<file path="src/rtl/regfile_pkg.sv">
// Shared register-file definitions used by the writeback path and its arbiters.
package regfile_pkg;

   typedef logic [4:0] reg_addr_t;

   localparam reg_addr_t   ZR_ADDR   = 5'd31;
   localparam int unsigned NREGS     = 32;
   localparam int unsigned WB_DATA_W = 64;

   // Generic writeback request, reusable by any writeback source.
   typedef struct packed {
      logic                 valid;
      reg_addr_t            addr;
      logic [WB_DATA_W-1:0] data;
   } wr_req_t;

endpackage

</file>
<file path="src/rtl/rr_arb2.sv">
// Two-way round-robin arbiter: one-hot grants, pointer moves to the loser on every grant.
module rr_arb2 (
   input  logic       clk,
   input  logic       reset_n,
   input  logic [1:0] req,
   output logic [1:0] gnt
);

   logic prio_q, prio_d;

   always_comb begin
      gnt    = req;
      prio_d = prio_q;
      if (&req) begin
         gnt = prio_q ? 2'b10 : 2'b01;
      end
      if (gnt[0]) begin
         prio_d = 1'b1;
      end else if (gnt[1]) begin
         prio_d = 1'b0;
      end
   end

   always_ff @(posedge clk) begin
      if (!reset_n) begin
         prio_q <= 1'b0;
      end else begin
         prio_q <= prio_d;
      end
   end

endmodule

</file>
<file path="src/rtl/regfile_wr_arbiter.sv">
// Shares the register-file write port between ALU (A) and load (B) writeback,
// and produces read-bypass data for the two registered read ports.
module regfile_wr_arbiter
   import regfile_pkg::*;
#(
   parameter int unsigned N  = 64,
   parameter int unsigned CW = 16
) (
   input  logic          clk,
   input  logic          reset_n,
   input  logic          a_valid,
   input  reg_addr_t     a_addr,
   input  logic [N-1:0]  a_data,
   output logic          a_ready,
   input  logic          b_valid,
   input  reg_addr_t     b_addr,
   input  logic [N-1:0]  b_data,
   output logic          b_ready,
   output logic          we3,
   output reg_addr_t     wa3,
   output logic [N-1:0]  wd3,
   input  reg_addr_t     ra1,
   input  reg_addr_t     ra2,
   output logic          fwd1_valid,
   output logic [N-1:0]  fwd1_data,
   output logic          fwd2_valid,
   output logic [N-1:0]  fwd2_data,
   output logic [CW-1:0] conflict_cnt
);

   logic          a_use, b_use;
   logic [1:0]    gnt;
   logic          we3_q, fwd1_valid_q, fwd2_valid_q;
   reg_addr_t     wa3_q;
   logic [N-1:0]  wd3_q, fwd1_data_q, fwd2_data_q;
   logic [CW-1:0] cnt_q;

   assign a_use = a_valid && (a_addr != ZR_ADDR);
   assign b_use = b_valid && (b_addr != ZR_ADDR);

   rr_arb2 u_arb (
      .clk     (clk),
      .reset_n (reset_n),
      .req     ({b_use, a_use}),
      .gnt     (gnt)
   );

   // Zero-register writes are swallowed here, so they are always ready.
   assign a_ready = reset_n && ((a_addr == ZR_ADDR) || gnt[0]);
   assign b_ready = reset_n && ((b_addr == ZR_ADDR) || gnt[1]);

   always_ff @(posedge clk) begin
      if (!reset_n) begin
         we3_q        <= 1'b0;
         wa3_q        <= '0;
         wd3_q        <= '0;
         fwd1_valid_q <= 1'b0;
         fwd1_data_q  <= '0;
         fwd2_valid_q <= 1'b0;
         fwd2_data_q  <= '0;
         cnt_q        <= '0;
      end else begin
         we3_q <= |gnt;
         if (gnt[0]) begin
            wa3_q <= a_addr;
            wd3_q <= a_data;
         end else if (gnt[1]) begin
            wa3_q <= b_addr;
            wd3_q <= b_data;
         end
         // Reads are registered, so a same-edge write is only visible via bypass.
         fwd1_valid_q <= we3_q && (wa3_q == ra1) && (ra1 != ZR_ADDR);
         fwd2_valid_q <= we3_q && (wa3_q == ra2) && (ra2 != ZR_ADDR);
         fwd1_data_q  <= wd3_q;
         fwd2_data_q  <= wd3_q;
         if (a_use && b_use && (cnt_q != '1)) begin
            cnt_q <= cnt_q + {{(CW-1){1'b0}}, 1'b1};
         end
      end
   end

   assign we3          = we3_q;
   assign wa3          = wa3_q;
   assign wd3          = wd3_q;
   assign fwd1_valid   = fwd1_valid_q;
   assign fwd1_data    = fwd1_data_q;
   assign fwd2_valid   = fwd2_valid_q;
   assign fwd2_data    = fwd2_data_q;
   assign conflict_cnt = cnt_q;

endmodule
</file>
<file path="config.mk">
export PLATFORM = sky130hd
export DESIGN_NAME = regfile_wr_arbiter
export DESIGN_NICKNAME = d
export VERILOG_FILES = /design/src/rtl/regfile_pkg.sv /design/src/rtl/rr_arb2.sv /design/src/rtl/regfile_wr_arbiter.sv
export SDC_FILE = /design/constraint.sdc
export NUM_CORES = 1
export LEC_CHECK = 0
export CAP_MARGIN = 10
export CORE_AREA = 2 2 142 144
export CTS_BUF_LIST = sky130_fd_sc_hd__clkbuf_8 sky130_fd_sc_hd__clkbuf_16
export DETAILED_ROUTE_END_ITERATION = 10
export DIE_AREA = 0 0 144 146
export PLACE_DENSITY = 0.78
export SYNTH_ARGS = -nofsm -noshare
export SYNTH_HDL_FRONTEND = slang
export SYNTH_SLANG_ARGS = --single-unit
</file>
<file path="constraint.sdc">
create_clock -name clk -period 1.5 [get_ports clk]
set_input_delay 0.3 -clock clk [delete_from_list [all_inputs] [get_ports clk]]
set_output_delay 0.3 -clock clk [all_outputs]
set_load 0.05 [all_outputs]
</file>
## Yosys cells after proc, flatten, opt, wreduce, memory -nomap -nowiden

Index checks and enable logic that the tools add are counted.

- Output and inout port bits: 218
- Word-level logic and storage cells: 41
- Bits of input ports: 152
- Flip-flop bits (word level): 153

- Mux-type cells: 8
- Add/sub/neg operators: 1
- Reductions and logical operators: 15
- Eq/ne operators: 9

Operator list:

| kind | number |
|---|---|
| $mux W64 | 2 |
| $ne A5 B5 Y1 const B | 4 |
| $add A16 B1 Y16 const B | 1 |
| $ne A16 B16 Y1 const B | 1 |
| $eq A5 B5 Y1 | 2 |
| $eq A5 B5 Y1 const B | 2 |
| $logic_and A1 B1 Y1 | 10 |
| $mux W5 | 2 |
| $mux W2 | 2 |
| $logic_or A1 B1 Y1 | 2 |
| $mux W1 | 2 |
| $reduce_and A2 Y1 | 1 |
| $reduce_bool A2 Y1 | 1 |
| $reduce_or A2 Y1 | 1 |

## Longest topological paths before layout

Gate-level depths: netlist of run 1.

- Word-level depth: 6
- Mapped depth: 8
- Gate-level depth less buffers: 5

## Cells and area by module

Synthesis of run 1 repeated with hierarchy kept, for this count alone.

- Cells, all modules: 721
- Area total of the unflattened synthesis: 6451.2 µm²

By module, submodules not included:

| module | cells an instance | times used | area each (µm²) | sequential area each (µm²) |
|---|---|---|---|---|
| regfile_wr_arbiter | 714 | 1 | 6394.9 | 3042.9 |
| rr_arb2 | 7 | 1 | 56.3 | 20.0 |

## Worst setup path before layout of run 1

No wires, ideal clock.

- Path kind: input to output
- Start: input port a_addr[4]
- End: output port a_ready
- Data required time: 1200 ps
- Path buffers: 1
- Slack: -636 ps
- Stages on the path: 5
- Data arrival time: 1836 ps
- Cell sequence: and4_4 > a21boi_4 > nand2_1 > buf_2 > a21oi_1

- Cells in the longest elaborated chain, start to end: 6
- Elaborated cells on any way between the ends: 7
- Those cells by class: 2 x eq/ne; 1 x mux; 4 x reduce/logical

Ends and longest elaborated chain:

| what | RTL line | RTL |
|---|---|---|
| start, declared | regfile_wr_arbiter.sv:12 | `input reg_addr_t a_addr,` |
| $ne A5 B5 Y1 | regfile_wr_arbiter.sv:38 | `assign a_use = a_valid && (a_addr != ZR_ADDR);` |
| $logic_and A1 B1 Y1 | regfile_wr_arbiter.sv:38 |  |
| $reduce_and A2 Y1 | rr_arb2.sv:14 | `if (&req) begin` |
| $mux W2 | rr_arb2.sv:14 |  |
| $logic_or A1 B1 Y1 * | regfile_wr_arbiter.sv:49 | `assign a_ready = reset_n && ((a_addr == ZR_ADDR) \|\| gnt[0]);` |
| $logic_and A1 B1 Y1 * | regfile_wr_arbiter.sv:49 |  |
| end, declared | regfile_wr_arbiter.sv:14 | `output logic a_ready,` |

Every way passes the cells marked *; elsewhere a longest branch is shown, timed or not.

## Final worst setup path of run 1

- Start: register u_arb.prio_q
- End: output port a_ready

- Cells in the longest elaborated chain, start to end: 4

Ends and longest elaborated chain:

| what | RTL line | RTL |
|---|---|---|
| start, declared | rr_arb2.sv:9 | `logic prio_q, prio_d;` |
| start signal, assigned | rr_arb2.sv:28 | `prio_q <= prio_d;` |
| $mux W2 | rr_arb2.sv:15 | `gnt = prio_q ? 2'b10 : 2'b01;` |
| $mux W2 | rr_arb2.sv:14 |  |
| $logic_or A1 B1 Y1 | regfile_wr_arbiter.sv:49 |  |
| $logic_and A1 B1 Y1 | regfile_wr_arbiter.sv:49 |  |

No other way between the ends.

==> results of run 1 <==
routing by layer:
metal / share of wire, % / global-route usage [%] / wire length (µm) / vias up
met5: 0 / 0 / 0 / -
met4: 2.0 / 6.42 / 522 / 0
met3: 7.4 / 6.68 / 1900 / 34
met2: 53 / 41.0 / 13600 / 272
met1: 37 / 24.6 / 9490 / 3120
li1: - / - / - / 3045
area by class of cell:
type / count / area (µm²)
Inverter: 5 / 18.8
Clock inverter: 11 / 120
Multi-Input combinational cell: 443 / 2500
Sequential cell: 153 / 3120
Antenna cell: 2 / 5.00
Tap cell: 265 / 332
Fill cell: 1338 / 6200
Clock buffer: 20 / 478
Timing Repair Buffer: 436 / 6560
worst min-delay path by stage:
stage / startpoint / end / slack (ns) / cells past startpoint
after global placement: u_arb.prio_q$_SDFFE_PN0P_ / u_arb.prio_q$_SDFFE_PN0P_ / 0.49 / 2
after global routing: a_addr[4] / wa3[4]$_SDFFE_PN0P_ / 0.20 / 3
after floorplan: ra1[4] / fwd1_valid$_SDFF_PN0_ / 0.39 / 1
final: a_addr[4] / wa3[4]$_SDFFE_PN0P_ / 0.22 / 3
after CTS: a_addr[4] / wa3[4]$_SDFFE_PN0P_ / 0.19 / 3
after detailed placement: u_arb.prio_q$_SDFFE_PN0P_ / u_arb.prio_q$_SDFFE_PN0P_ / 0.51 / 2
power groups by stage:
stage / clock network, W / logic (W) / registers (W)
after detailed placement: 0 / 0.00397 / 0.00480
after global placement: 0 / 0.00392 / 0.00478
after floorplan: 0 / 0.00103 / 0.00548
after CTS: 0.00441 / 0.00398 / 0.00471
final: 0.00432 / 0.00405 / 0.00471
after global routing: 0.00457 / 0.00420 / 0.00474
cells in the final DEF (no fill, tap or decap), types with 9 or more instances in the layout:
| master | count |
|---|---|
| a21oi_1 | 9 |
| dfxtp_4 | 14 |
| and2_1 | 65 |
| dfxtp_1 | 136 |
| buf_4 | 51 |
| clkdlybuf4s50_1 | 138 |
| buf_12 | 225 |
| nand2_1 | 144 |
| xor2_1 | 9 |
| clkbuf_16 | 22 |
| o21ai_0 | 75 |
| a31oi_1 | 68 |
cell families (layout without fill, tap and decap cells):
kind of cell	count (synthesis)	count (layout)	share of synthesized area [%]
other cells	0	2	0
xor+xnor	12	12	1.71
mux	1	1	0.163
buf+inv	115	472	11.6
simple gates	256	256	20.0
fa+ha+maj	1	1	0.203
flops	153	153	49.8
compound gates	173	173	16.5
stage by stage:
stage          hold WS [ns]  std cells
4_1_cts               0.191       1323
3_3_place_gp          0.494       1284
5_1_grt               0.203       1335
3_5_place_dp          0.509       1284
6_report              0.222       1335
2_1_floorplan         0.394        711
state kept, by name (all words and copies together), names as in the netlist:
signal and count:
conflict_cnt 16, fwd1_valid 1, fwd2_data 64, fwd2_valid 1, u_arb.prio_q 1, wa3 5, wd3 64, we3 1
worst min-delay path, stage by stage:
cell,delay (ns)
buf_2,0.13
nand2_1,0.06
a31oi_1,0.08
repair_timing:
action	in CTS	in global routing
setup endpoints to repair	86	68
hold buffers	0	0
buffers inserted	9	6
resized for setup	49	15
hold endpoints to repair	0	0
pin swaps	22	16
cloned	0	4
==> qor.yml, run 1 <==
status: "finished with violations"
violations: "negative setup slack"
synth_top_area_share_pct: 49.8
pin_count: 370
r2r_slack_ns: -0.15
synthCells: 711
timing.final.ws_setup_ns: -0.194
crit_end: "a_ready"
period_needed_ns: 1.69
power_w: 0.0131
cp-end-kind: "output pin"
worstSetupStartpoint: "u_arb.prio_q$_SDFFE_PN0P_"
fin_area_mm2: 0.0131
gp_congestion: 0.861
track_usage_pct: 22.4
die_y_um: 146
path_cells: "inv_2 -> a211o_1 -> nand2_4 -> a21oi_4 -> buf_12"
drt-pass1-iter-count: 5
p_leak_nw: 5.31
cp_max_fo: 3
initial_utilization_pct: 31.8
power.net_switching_w: 0.00412
drc: 0
drv_cap: 0
layout-drive-gt1-share_pct: 34.6
synth_top_cell_by_area: "dfxtp_1"
synth-edff-count: 0
synth_cell_types: 38
max_freq_mhz: 590
ys_ff_latch: 153
synth.most_common_cell: "dfxtp_1"
hold_viol: 0
reg2reg_depth: 5
core_area_mm2: 0.0193
clkTransAtPathRegs_ns: 0.06
first_iter_violations: 397
crit_cells: 5
irDropWorstVdd_mv: 0.719
cp.arrival_ns: 1.39
dp_slack_ns: -0.637
grt_pass1_vias: 6306
worst_setup_path_start_kind: "flop"
final_antenna_net_count: 0
relSlewSlack_pct: 76.4
drt-total-wl_um: 25600
pwr_density_cell_mw_per_mm2: 996
synth_nets: 864
p_int_w: 0.00896
max_stage_delay_ns: 0.33
cts_htree_levels: 4
avgRoutedWirePerCell_um: 19.1
ys_top_cells_by_area: "dfxtp_1 50%, nand2_1 9.0%, buf_4 7.9%"
clk_latency_ns: 0.41
cts_tree: "built"
swShare_pct: 31.5
numCtsBuffers: 17
fin_crit_sh_pct: 113
syn2layout_area_growth_pct: 113
hp-class: "in -> reg"
rsz0062_at_grt: "yes"
finalSetupViolations: 19
hpwl_um: 18500
synthTopCellsByCount: "153 x dfxtp_1, 148 x nand2_1, 78 x o21ai_0"
worstMarginPinSlew_ns: 0.354
cts_max_path_buffers: 2
antenna_found_initial: 2
timing.rr.end: "conflict_cnt[14]$_SDFFE_PN0P_"
p_seq_share_pct: 36.0
fin_util_pct: 67.9
syn_area_per_cell_um2: 8.65
final_max_slew_viol_count: 0
p_comb_share_pct: 31.0
fin_nets: 1209
fin_worst_skew_ns: 0.00968
grt-ovfl-total: 0
p_clk_share_pct: 33.0
ys_warn_count: 0
tns_ns: -0.878
rows: 51
critPathBufInv: 2
synthArstFlopShare_pct: 0
port_buffers: 369
cp_top_family: "compound AO/OA/AOI/OAI gates"
cp.required_ns: 1.20
cts.sinks: 153
timing.rr.start: "conflict_cnt[3]$_SDFFE_PN0P_"
worstSetupPathType: "reg -> out"
ys.flop_type: "dfxtp_1"
die_x_um: 144
dieArea_mm2: 0.0210
synth-seq-area-share_pct: 49.8
vias_per_cell: 4.85
place_area_mm2: 0.0122
dr_total_vias: 6471
synth.cell_area_mm2: 0.00615
grt_pass1_wl_um: 35900
grt_max_degree: 72
root_buffer: "clkbuf_16"
slowest_stage: "dfxtp_2"
No activity file was read; power rests on OpenSTA's default activity.
==> run 2, diff against run 1 <==
Settings changed: GPL_ROUTABILITY_DRIVEN set to 0.
==> run 2 against run 1 <==
Against the previous run:
- the flow still finishes with violations (negative setup slack)
- cell count is 0.90% higher
- flip-flop and latch count stayed put
- maximum frequency is 1.0% lower
- worst hold slack worse by 0.0052 ns
- non-clock buffer count is 10 higher
- power is 0.99% higher
- core utilization is 1.1 points higher
- sequential share of layout area is 0.38 points lower
- highest routed layer unchanged
==> qor.yml, run 2 (synthesis results as in run 1) <==
cts_max_path_buffers: 2  # unchanged
drt-pass1-iter-count: 5  # unchanged
drt-total-wl_um: 27300  # +6.7%
hold_buffers: 0  # unchanged
slowest_stage: "dfxtp_2"
p_comb_share_pct: 31.7  # +0.7 points
fin_crit_sh_pct: 114  # +1.2 points
worstMarginPinSlew_ns: 0.580  # +0.226 ns
drc: 0  # unchanged
fin_nets: 1220  # +0.91%
fin_area_mm2: 0.0133  # +1.6%
hpwl_um: 18400  # -0.10%
irDropWorstVdd_mv: 0.779  # +8.3%
clk_latency_ns: 0.41  # about the same
layout-drive-gt1-share_pct: 35.6  # +1.1 points
r2r_slack_ns: -0.12  # +0.03 ns
pin_count: 370  # unchanged
cp_top_family: "compound AO/OA/AOI/OAI gates"
grt_max_degree: 71  # -1.4%
violations: "negative setup slack"
max_freq_mhz: 584  # -1.0%
power.net_switching_w: 0.00433  # +5.1%
port_buffers: 369  # unchanged
core_area_mm2: 0.0193  # unchanged
finalSetupViolations: 68  # +49
status: "finished with violations"
period_needed_ns: 1.71  # +0.0179 ns
timing.final.ws_setup_ns: -0.212  # -0.0179 ns
p_seq_share_pct: 35.7  # -0.3 points
rows: 51  # unchanged
final_common_cell: "buf_12"
grt_pass1_vias: 6555  # +3.9%
track_usage_pct: 23.8  # +1.4 points
cp.arrival_ns: 1.41  # +0.02 ns
relSlewSlack_pct: 61.3  # -15 points
p_clk_share_pct: 32.7  # -0.3 points
final_antenna_net_count: 0  # unchanged
final_max_slew_viol_count: 0  # unchanged
worstSetupPathType: "reg -> out"
root_buffer: "clkbuf_16"
dr_total_vias: 6605  # +2.1%
dieArea_mm2: 0.0210  # unchanged
path_cells: "inv_2 -> a211o_1 -> nand2_4 -> a21oi_4 -> buf_12"
num-fill-cells: 1301  # -2.8%
cp.required_ns: 1.20  # about the same
grt-ovfl-total: 0  # unchanged
first_iter_violations: 382  # -3.8%
fin_worst_skew_ns: 0.00875  # -0.000932 ns
syn2layout_area_growth_pct: 117
cp_max_fo: 2  # -1
hp-class: "in -> reg"
power_w: 0.0132  # +0.99%
cp-end-kind: "output pin"
p_int_w: 0.00887  # -0.91%
die_x_um: 144  # unchanged
worst_setup_path_start_kind: "flop"
avgRoutedWirePerCell_um: 20.2  # +5.7%
die_y_um: 146  # unchanged
vias_per_cell: 4.90  # +1.2%
clkTransAtPathRegs_ns: 0.06  # about the same
initial_utilization_pct: 31.8  # unchanged
cts_htree_levels: 4  # unchanged
hold_slack_ns: 0.216  # -0.00517 ns
hold_viol: 0  # unchanged
rsz0062_at_grt: "yes"
cts.sinks: 153  # unchanged
drv_cap: 0  # unchanged
place_area_mm2: 0.0122  # about the same
cts_tree: "built"
antenna_found_initial: 2  # unchanged
p_leak_nw: 5.41  # +1.8%
swShare_pct: 32.8  # +1.3 points
max_stage_delay_ns: 0.34  # about the same
critPathBufInv: 2  # unchanged
layout_common_cells: "225 x buf_12, 145 x nand2_1, 138 x clkdlybuf4s50_1"
pwr_density_cell_mw_per_mm2: 990  # -0.64%
grt_pass1_wl_um: 38000  # +6.0%
numCtsBuffers: 17  # unchanged
==> run 2: changes by cell type in the layout (fill, tap and decap cells not counted), sizes merged, moves of 2 or more <==
cell | before | now
dlygate4sd2 | 2 | 4
inv | 7 | 10
clkinvlp | 1 | 3
clkinv | 6 | 4
buf | 287 | 294
==> run 2: tightest hold or removal path, stage by stage <==
cell and delay, ns:
buf_2 0.12, nand2_1 0.08, a31oi_1 0.08
==> run 2: path summary, 6_finish.rpt <==
check,endpoint,startpoint,depth (start not counted)
worst max-delay path,a_ready,u_arb.prio_q$_SDFFE_PN0P_,5
worst max register to register,conflict_cnt[7]$_SDFFE_PN0P_,conflict_cnt[0]$_SDFFE_PN0P_,6
worst min-delay path,wa3[4]$_SDFFE_PN0P_,a_addr[4],3
worst min register to register,fwd2_data[39]$_SDFF_PN0_,wd3[39]$_SDFFE_PN0P_,1
==> run 2: cell type report <==
class	instances	area, µm²	share of cell area (%)
Clock buffer	19	464	3.48
Inverter	5	18.8	0.141
Multi-Input combinational cell	444	2510	18.8
Sequential cell	153	3120	23.4
Tap cell	265	332	2.48
Clock inverter	13	131	0.984
Timing Repair Buffer	446	6760	50.7
Antenna cell	2	5.00	0.0375
==> run 2: timing repair <==
| item | 4_1_cts | 5_1_grt |
|---|---|---|
| setup endpoints to repair | 85 | 77 |
| gates cloned | 4 | 11 |
| resized for setup | 53 | 17 |
| buffers inserted | 12 | 2 |
| pin swaps | 26 | 16 |
==> run 2: per-stage QoR <==
stage               instances  util [%]  setup slack [ns]  setup TNS (ns)
floorplan                 711         -            -0.102          -0.916
global placement         1285      63.2            -0.612          -43.33
detailed placement       1285      63.2            -0.661          -48.02
CTS                      1333      67.6            -0.189          -0.453
global route             1347      69.0            -0.283           -6.65
finish                   1347      69.0            -0.212           -2.39
==> run 2: metal layers <==
metal | vias up | track usage (%) | wire, µm | part of all wire, %
met5 | - | 0 | 0 | 0
met3 | 49 | 7.17 | 2210 | 8.1
met1 | 3160 | 26.7 | 10100 | 37
li1 | 3079 | - | - | -
met4 | 0 | 8.19 | 705 | 2.6
met2 | 317 | 42.3 | 14200 | 52
==> run 2: power by group through the flow <==
stage               clock [W]  sequential (W)  combinational (W)
global placement            0         0.00478            0.00391
global route          0.00462         0.00474            0.00433
CTS                   0.00440         0.00471            0.00405
floorplan                   0         0.00548            0.00103
finish                0.00431         0.00471            0.00418
detailed placement          0         0.00480            0.00396
